$ cat config.mk
export PLATFORM = sky130hd
export DESIGN_NAME = drum_pipe_mult
export DESIGN_NICKNAME = d
export VERILOG_FILES = /design/src/rtl/drum_pipe_mult.sv
export SDC_FILE = /design/constraint.sdc
export NUM_CORES = 1
export LEC_CHECK = 0
export BUFFER_PORTS_ARGS = -buffer_cell sky130_fd_sc_hd__buf_2
export CORE_UTILIZATION = 40
export CTS_CLUSTER_SIZE = 28
export DETAILED_ROUTE_END_ITERATION = 8
export SYNTH_ARGS = -nofsm -noshare
export SYNTH_HDL_FRONTEND = slang
export SYNTH_SLANG_ARGS = --single-unit
$ cat constraint.sdc
create_clock -name clk -period 8.8 [get_ports clk]
set_clock_uncertainty 0.1 [all_clocks]
set_input_delay 1.32 -clock clk [delete_from_list [all_inputs] [get_ports clk]]
set_output_delay 1.32 -clock clk [all_outputs]
set_load 0.01 [all_outputs]
$ cat src/rtl/drum_pipe_mult.sv
// Three-stage pipelined DRUM approximate multiplier with exact-mode bypass,
// optional two's-complement operands, tag sideband and valid/ready handshake.
module drum_pipe_mult #(
  parameter int unsigned K      = 6,
  parameter int unsigned N      = 16,
  parameter int unsigned M      = 16,
  parameter int unsigned SIGNED = 0,
  parameter int unsigned TAG_W  = 4
) (
  input  logic             clk,
  input  logic             rst,
  input  logic             in_valid,
  output logic             in_ready,
  input  logic [N-1:0]     in_a,
  input  logic [M-1:0]     in_b,
  input  logic             in_approx,
  input  logic [TAG_W-1:0] in_tag,
  output logic             out_valid,
  input  logic             out_ready,
  output logic [N+M-1:0]   out_r,
  output logic [TAG_W-1:0] out_tag
);

  localparam int unsigned W   = N + M;
  localparam int unsigned L   = (N > M) ? N : M;
  localparam int unsigned LW  = $clog2(L);
  localparam int unsigned SHW = LW + 1;
  localparam int unsigned PW  = 2 * K;
  localparam bit IS_SIGNED    = (SIGNED != 0);

  // Index of the most significant set bit; 0 for a zero input.
  function automatic logic [LW-1:0] lod(input logic [L-1:0] v);
    logic [LW-1:0] idx;
    idx = '0;
    for (int i = 0; i < int'(L); i++) begin
      if (v[i]) idx = LW'(i);
    end
    return idx;
  endfunction

  // DRUM truncation: keep K bits from the leading one, force the LSB to 1.
  function automatic logic [K+LW-1:0] drum_trunc(input logic [L-1:0] mag);
    logic [LW-1:0] t;
    logic [LW-1:0] p;
    logic [K-1:0]  mm;
    t = lod(mag);
    if (t <= LW'(K - 1)) begin
      p  = '0;
      mm = mag[K-1:0];
    end else begin
      p  = t - LW'(K - 1);
      mm = K'(mag >> p) | K'(1);
    end
    return {mm, p};
  endfunction

  logic en;

  // Stage 1 combinational: magnitudes, sign, leading-one truncation
  logic [N-1:0]  mag_a_c;
  logic [M-1:0]  mag_b_c;
  logic          sign_c;
  logic [K-1:0]  mm_c;
  logic [K-1:0]  nn_c;
  logic [LW-1:0] p_c;
  logic [LW-1:0] q_c;

  always_comb begin
    mag_a_c = in_a;
    mag_b_c = in_b;
    if (IS_SIGNED && in_a[N-1]) mag_a_c = -in_a;
    if (IS_SIGNED && in_b[M-1]) mag_b_c = -in_b;
    sign_c     = IS_SIGNED & (in_a[N-1] ^ in_b[M-1]);
    {mm_c, p_c} = drum_trunc(L'(mag_a_c));
    {nn_c, q_c} = drum_trunc(L'(mag_b_c));
  end

  // Stage 1 registers
  logic             v1;
  logic             s1;
  logic             ap1;
  logic [TAG_W-1:0] tag1;
  logic [N-1:0]     mag_a1;
  logic [M-1:0]     mag_b1;
  logic [K-1:0]     mm1;
  logic [K-1:0]     nn1;
  logic [LW-1:0]    p1;
  logic [LW-1:0]    q1;

  // Stage 2 combinational: approximate or exact product plus total shift
  logic [PW-1:0]  prod_apx_c;
  logic [W-1:0]   prod_ext_c;
  logic [W-1:0]   prod_c;
  logic [SHW-1:0] sh_c;

  always_comb begin
    prod_apx_c = PW'(mm1) * PW'(nn1);
    prod_ext_c = W'(mag_a1) * W'(mag_b1);
    prod_c     = ap1 ? W'(prod_apx_c) : prod_ext_c;
    sh_c       = ap1 ? (SHW'(p1) + SHW'(q1)) : '0;
  end

  // Stage 2 registers
  logic             v2;
  logic             s2;
  logic [TAG_W-1:0] tag2;
  logic [W-1:0]     prod2;
  logic [SHW-1:0]   sh2;

  // Stage 3 combinational: rescale and reapply sign (zero stays unsigned)
  logic [W-1:0] mag_r_c;
  logic [W-1:0] res_c;

  always_comb begin
    mag_r_c = prod2 << sh2;
    res_c   = (IS_SIGNED && s2 && (mag_r_c != '0)) ? -mag_r_c : mag_r_c;
  end

  // Whole pipe advances together unless the output is blocked
  assign en       = !(out_valid && !out_ready);
  assign in_ready = en;

  // Valid bits and output registers
  always_ff @(posedge clk) begin
    if (rst) begin
      v1        <= 1'b0;
      v2        <= 1'b0;
      out_valid <= 1'b0;
      out_r     <= '0;
      out_tag   <= '0;
    end else if (en) begin
      v1        <= in_valid;
      v2        <= v1;
      out_valid <= v2;
      if (v2) begin
        out_r   <= res_c;
        out_tag <= tag2;
      end
    end
  end

  // Datapath registers; contents only matter when the matching valid bit is set
  always_ff @(posedge clk) begin
    if (en) begin
      if (in_valid) begin
        s1     <= sign_c;
        ap1    <= in_approx;
        tag1   <= in_tag;
        mag_a1 <= mag_a_c;
        mag_b1 <= mag_b_c;
        mm1    <= mm_c;
        nn1    <= nn_c;
        p1     <= p_c;
        q1     <= q_c;
      end
      if (v1) begin
        s2    <= s1;
        tag2  <= tag1;
        prod2 <= prod_c;
        sh2   <= sh_c;
      end
    end
  end

endmodule

# Word level (Yosys, flattened, before mapping)
# Cells that the tools add are included.
# word_totals
reg_bits,137
latchBits,0
mem_bits_rw,0
rom_bits,0
in_bits,41
wordCells,69
memories,0
# op_classes
n_addsub,3
mul,2
n_div,0
order_cmp,2
n_eq_ne,0
n_shift,3
muxes,33
bitwise_logic,1
n_reduce_logical,6
# op_table
op,count
two-way mux 4 bit,25
multiplier 16 x 16 -> 32 bit,1
left shift 32 x 5 -> 32 bit,1
>> shifter 16 x 4 -> 6 bit,2
multiplier 6 x 6 -> 12 bit,1
two-way mux 12 bit,1
two-way mux 6 bit,2
"<= comparator 4 x 3 -> 1 bit, second input constant",2
"subtractor 4 x 3 -> 4 bit, second input constant",2
AND reduction 2 bit,3
adder 4 x 4 -> 5 bit,1
two-way mux 2 bit,2
two-way mux 3 bit,1
logical NOT 1 bit,2
two-way mux 1 bit,2
logical AND 1 bit,1
inverter 1 bit,1

# Logic depth before layout (Yosys ltp)
# Gate-level depths: netlist of run 1.
# depth
depth_word,18
depth_mapped,22
ltp_nobuf,20

# Least setup slack after synthesis of run 1
# Ideal clock, no wire load.
# synth_timing
path_kind,reg-to-reg
start,reg mag_b1[1]
end,reg prod2[30] (data pin)
arrival_ns,5.781
required_time_ns,8.438
slack_ns,2.656
path_stages_with_launch,20
path_buffers,1
synth_period_minus_slack_ns,6.144
cell_sequence,edfxtp_1 -> clkbuf_1 -> nand2_1 -> fa_1 -> fa_1 -> fa_1 -> inv_1 -> fa_1 -> fa_1 -> inv_1 -> fa_1 -> inv_1 -> ha_1 -> a211o_1 -> o2bb2ai_1 -> a21o_1 -> a31oi_2 -> nor2_1 -> o41ai_1 -> mux2_1
# synth_via
elab_chain_cells,1
# synth_rtl
item,line_no,rtl
from (decl),84,logic [M-1:0] mag_b1;
from (signal assigned),150,mag_b1 <= mag_b_c;
multiplier 16 x 16 -> 32 bit,98,prod_ext_c = W'(mag_a1) * W'(mag_b1);
to (signal assigned),159,prod2 <= prod_c;
to (decl),107,logic [W-1:0] prod2;
# Every way passes these cells.
# A chain may end at the register's enable or synchronous reset.

# Worst setup path after layout of run 1
# layout_timing
start,reg mag_a1[11]
end,reg prod2[30] (data pin)
# layout_via
elab_chain_cells,1
# layout_rtl
item,line_no,rtl
from (decl),83,logic [N-1:0] mag_a1;
from (signal assigned),149,mag_a1 <= mag_a_c;
multiplier 16 x 16 -> 32 bit,98,
# Every way passes these cells.

==> results of run 1 <==
[cell usage in the layout (no fill, tap or decap), types with 8 or more instances in the layout]
master     synthesis  routed
a21oi_1           55      55
o221ai_1           8       8
mux4_2            39      39
nand2b_1          16      16
inv_1            245     245
nor3_1            23      23
xnor2_1           16      16
mux2i_1           34      34
o31ai_1            8       8
buf_2             13      78
and2_1           142     140
nor2_1           102     102
a22oi_1           12      12
a21o_1            19      19
xor2_1            14      14
fa_1             212     212
dfxtp_1           39      39
nor2b_1           18      18
clkbuf_16          0      18
mux2_2            22      22
o21ai_1           21      21
edfxtp_1          98      98
ha_1             132     132
nand3_1           11      11
o21a_1             8       8
o21ai_0           26      26
a211oi_1          18      18
nand2_1          205     205
[registers in the layout, indices dropped and copies added, names as in the netlist, 5 cells and up]
signal / flops
mag_b1: 16
mm1: 6
sh2: 5
prod2: 32
mag_a1: 16
out_r: 32
nn1: 6
[power breakdown]
| group | internal [mW] | switching (mW) | leakage [nW] | total, mW |
|---|---|---|---|---|
| sequential | 0.909 | 0.131 | 1.25 | 1.04 |
| combinational | 2.12 | 2.86 | 6.82 | 4.97 |
| clock | 0.388 | 0.307 | 0.283 | 0.695 |
[routing by layer]
| layer | global-route usage | routed length, um | vias to the layer above |
|---|---|---|---|
| li1 | - | - | 5836 |
| met5 | 0 | 0 | - |
| met3 | 0.0379 | 2330 | 65 |
| met4 | 0.0525 | 716 | 0 |
| met2 | 0.332 | 19800 | 339 |
| met1 | 0.257 | 18500 | 6216 |
[layout make-up]
class / instances / area (um2)
sequential: 137 / 3720
multi-input combinational: 1271 / 12100
fill: 4043 / 23600
clock buffer: 18 / 450
clock inverter: 14 / 123
inverter: 249 / 935
timing repair buffer: 84 / 435
tap: 539 / 674
[cells in the mapped netlist (4+ instances only)]
master    instances
o211ai_1          6
buf_1             9
a211oi_1         18
o21a_1            8
clkbuf_1         60
a21o_1           19
fa_1            212
o31ai_1           8
mux2i_1          34
and2_1          142
nor3_1           23
nor4_1            5
and3_1            6
o221ai_1          8
dfxtp_1          39
or4_1             5
o21ai_1          21
mux2_2           22
mux4_2           39
nand2_1         205
inv_1           245
nand3b_1          4
a22oi_1          12
o21bai_1          5
nor2_1          102
a21oi_1          55
o21ai_0          26
nand3_1          11
buf_2            13
xor2_1           14
nand2b_1         16
a31oi_1           5
ha_1            132
xnor2_1          16
edfxtp_1         98
a32oi_1           5
or3_1             5
nor2b_1          18
[cells by family after synthesis]
kind of cell	Yosys count	synth area share
AO/OA/AOI/OAI	242	0.0986
multiplexers	98	0.0879
buffers and inverters	333	0.0746
adder cells (fa/ha/maj)	344	0.345
XOR/XNOR	31	0.0170
flip-flops	137	0.218
AND/OR/NAND/NOR	556	0.159
[through the flow]
step	util	instances	worst slack, ps
floorplan	-	1741	2660
global placement	0.425	2280	2250
detailed placement	0.425	2280	2110
CTS	0.438	2312	2130
global route	0.438	2312	1850
finish	0.438	2312	2140
[worst max-delay path by stage]
stage                           end       start  slack, ps
after detailed placement  prod2[30]  mag_a1[10]       2110
after global placement    prod2[30]   mag_b1[7]       2250
after floorplan           prod2[30]   mag_b1[1]       2660
after global routing      prod2[25]  mag_a1[11]       1850
after CTS                 prod2[30]  mag_a1[10]       2130
final                     prod2[30]  mag_a1[11]       2140
[critical path: stages (launching register included)]
cell	delay, ps
edfxtp_1	780
nand2_1	170
fa_1	540
fa_1	520
fa_1	510
inv_1	60
fa_1	490
fa_1	490
inv_1	50
fa_1	470
inv_1	40
ha_1	360
a211o_1	320
o2bb2ai_1	130
a21o_1	220
a31oi_2	330
nor2_1	70
o41ai_1	360
mux2_1	370
==> results.cfg, run 1 <==
[sta]
whs_ps = 322
setup_tns_ps = 0
slew_viol_final = 0
setup_viol = 0
slew_headroom = 0.154
fmax_ghz = 0.150
rsz0062_at_grt = false
min_period_ps = 6660
tightest_slew_ps = 1270
post-route-period-util = 0.756
final-hold-violation-count = 0

[final_layout]
syn2layout_area_growth_pct = 7.89
drive_gt1_frac = 0.111
fin_area_um2 = 18400
diodes = 0
nets = 2145

[cts]
cts.clk_slew.worst_paths_ps = 70
postCtsSetupBuffers = 0
cts_inserted_buffers = 17
clockBufferDepth = 2
cts_hold_buf = 0
cts_sinks = 137
tritoncts = built
root_buffer = clkbuf_16
worstSkewPairLatency_ps = 430
cts_resized = 0
htreeDepth = 4

[detailed_routing]
dr.pass1.iters = 5
drc = 0
viasPerCell = 5.39
drtIter0Drc = 818
vias = 12500
antenna_left = 0
wl_per_cell_um = 17.9
detail_route.wirelength_um = 41300

[floorplan]
die_y_um = 209
coreArea_um2 = 42000
fp.dieW_um = 209
start_util = 0.406
num_rows = 75
die_area_um2 = 43500
io_pins = 79

[yosys]
syn_inst = 1741
synth_enable_flop_cells = 98
syn_nets = 2126
yosys_warnings = 0
yosysTopAreaCell = fa_1
yosysTopAreaCellShare = 0.249
async_reset_ff_frac = 0
ys_ff_latch = 137
syn_area_per_cell_um2 = 9.81
synth_flop_cell = edfxtp_1
synth_cell_types = 82
synth_area_um2 = 17100
synthTopCellsByArea = fa_1 25%, edfxtp_1 17%, ha_1 9.7%
seq_area_frac_synth = 0.218

[power_and_ir_drop]
finalPower_mw = 6.71
ir_drop_v = 0.000364
leakagePower_nw = 8.35
powerDensity_nw_per_um2 = 364

[critical_path]
crit_path_max_fanout = 16
r2r-start = mag_a1[11]
worstSetupPathType = flip-flop to flip-flop
arrival_ps = 6730
cp.required_ps = 8870
rr_worst_depth = 18
reg2reg_slack_ps = 2140
worstSetupStartpointType = flip-flop
end_kind = flip-flop
timing.rr.end = prod2[30]

[global_route]
grt_pass1_wl_um = 67600
track_usage = 0.196
antenna_found_initial = 0
grt_pass1_vias = 13000
grt_max_degree = 58
gr-total-overflow = 0

[worst_hold_path]
whs_endpoint = tag2[3]
min_path_cells = 0
hold_start = tag1[3]
hold_class = flip-flop to flip-flop

[run_status]
outcome = complete, no violations

[place]
gp_congestion = 0.875
dp_hpwl_um = 32800
place_area_um2 = 17800
io_buffers = 78

[job]
cap_violations = 0
No activity file was read; power rests on OpenSTA's default activity.
==> inputs of run 2 (changes only) <==
Clock period 8.8 ns to 5.8 ns, I/O delays scaled along.
==> run 2 against run 1 <==
The flow now finishes with violations (setup timing). Sequential share of layout area decreased by 1.7 points. Count of clock-buffer cells in the layout shrank 1. Worst setup slack got worse by 2400 ps. Core utilization grew 4.0 points. Sequential cell count is the same. Final cell count grew 7.3%. Worst hold slack hardly changed. Critical path type unchanged. Largest cell class unchanged.
==> results.cfg, run 2 (synthesized netlist as in run 1, its figures left out) <==
[critical_path]
worstSetupStartpointType = flip-flop
timing.rr.end = prod2[30]
arrival_ps = 6120
rr_worst_depth = 20
end_kind = flip-flop
r2r-start = mag_b1[4]
cp.required_ps = 5890
reg2reg_slack_ps = -230
worstSetupPathType = flip-flop to flip-flop
crit_path_max_fanout = 5

[place]
io_buffers = 78
dp_hpwl_um = 35600
pre_cts_slack_ps = -371
gp_congestion = 0.880

[final_layout]
fin_util = 0.478
top_regs = out_r: 32 flops, prod2: 32 flops
mostFrequentLayoutCells = 238 x inv_1, 205 x fa_1, 203 x nand2_1, 151 x buf_4, 137 x and2_1
nFillCells = 3904
drive_gt1_frac = 0.215
syn2layout_area_growth_pct = 17.7
final_common_cell = inv_1
nets = 2312

[power_and_ir_drop]
combPwrFrac = 0.802
p_int_mw = 7.25
swShare = 0.455
p_clk_frac = 0.085
leakagePower_nw = 9.24
switching_power_mw = 6.05
ir_drop_v = 0.000802
powerDensity_nw_per_um2 = 662
power_frac_seq = 0.113

[cts]
worstSkewPairLatency_ps = 440
cts_inserted_buffers = 17
htreeDepth = 4
cts_hold_buf = 0
clockBufferDepth = 2
tritoncts = built
root_buffer = clkbuf_16
cts_sinks = 137
cts.clk_slew.worst_paths_ps = 70

[floorplan]
start_util = 0.406
fp.dieW_um = 209
coreArea_um2 = 42000
io_pins = 79
die_y_um = 209
num_rows = 75
die_area_um2 = 43500

[global_route]
gr-total-overflow = 0
grt_pass1_wl_um = 71000
grt_max_degree = 58
track_usage = 0.207
antenna_found_initial = 1
grt_pass1_vias = 13500

[worst_hold_path]
whs_endpoint = tag2[2]
hold_class = flip-flop to flip-flop
min_path_cells = 0
hold_start = tag1[2]

[detailed_routing]
viasPerCell = 5.23
antenna_left = 0
wl_per_cell_um = 17.6
drc = 0
vias = 13000
detail_route.wirelength_um = 43800
drtIter0Drc = 694
dr.pass1.iters = 5

[job]
cap_violations = 0

[sta]
min_period_ps = 6030
setup_viol = 9
setup_tns_ps = -1040
post-route-period-util = 1.04
rsz0062_at_grt = true
tightest_slew_ps = 1110
fmax_ghz = 0.166
slew_headroom = 0.263
whs_ps = 321
setup_slack_ps = -226
final-hold-violation-count = 0
slew_viol_final = 0

[run_status]
violations = setup timing
outcome = finished, violations left
[run 2: changes by cell type in the layout (fill, tap and decap cells not counted), moves of 4 or more]
cell	before	now
a21oi_1	55	47
clkinv_8	0	5
buf_6	0	14
buf_4	6	151
buf_12	0	4
ha_1	132	124
inv_1	245	238
inv_2	3	10
ha_4	0	8
fa_2	0	7
a21oi_2	0	8
fa_1	212	205
o21ai_0	26	21
[run 2: per-stage QoR]
step                total power [mW]  cell area, um2  cells
global route                    14.5           20100   2479
global placement                11.0           18900   2409
floorplan                       7.67           17200   1741
finish                          13.3           20100   2480
CTS                             12.9           20000   2475
detailed placement              11.0           18900   2409
[run 2: routing by layer]
| metal | global-route usage | vias to the layer above | share of wire |
|---|---|---|---|
| met5 | 0 | - | 0 |
| met4 | 0.0603 | 0 | 0.020 |
| met3 | 0.0304 | 49 | 0.043 |
| met2 | 0.356 | 368 | 0.49 |
| met1 | 0.271 | 6377 | 0.44 |
| li1 | - | 6168 | - |
[run 2: worst max-delay path by stage]
stage,to,startpoint,depth (start not counted),slack (ps)
floorplan,prod2[30],mag_b1[4],20,-140
global placement,prod2[30],mag_a1[9],16,-320
detailed placement,prod2[30],mag_a1[9],16,-370
CTS,prod2[30],mag_a1[3],18,-180
global route,prod2[29],mag_a1[8],20,-380
finish,prod2[30],mag_b1[4],20,-230
[run 2: cell type report]
cell class,count,area (um2),area share
Tap cell,539,674,0.0336
Antenna cell,1,2.50,0.000125
Clock buffer,17,425,0.0212
Multi-Input combinational cell,1271,12400,0.615
Inverter,249,935,0.0465
Timing Repair Buffer,251,1780,0.0887
Sequential cell,137,3720,0.185
Clock inverter,15,200,0.00996
[run 2: power by group through the flow]
stage,clock network (mW),registers (mW),logic (mW)
CTS,1.15,1.51,10.2
detailed placement,0,1.54,9.49
finish,1.13,1.51,10.7
global route,1.18,1.53,11.8
floorplan,0,1.48,6.19
global placement,0,1.53,9.43
[run 2: repair_timing]
action	4_1_cts	5_1_grt
endpoints found under the setup margin	14	19
pin swaps	26	30
gates resized for setup	39	30
setup buffers	35	6
[run 2: worst max-delay path: stages, from the launching register on]
cell and delay (ps):
edfxtp_1 400, buf_2 180, and2_1 180, fa_1 550, inv_1 60, fa_1 390
fa_1 460, fa_1 500, inv_1 60, fa_1 550, inv_2 40, fa_1 490
inv_2 50, ha_4 210, a211o_1 300, o2bb2ai_2 140, a21o_1 210, a31oi_4 230
nor2_2 50, o41ai_2 280, mux2_1 340
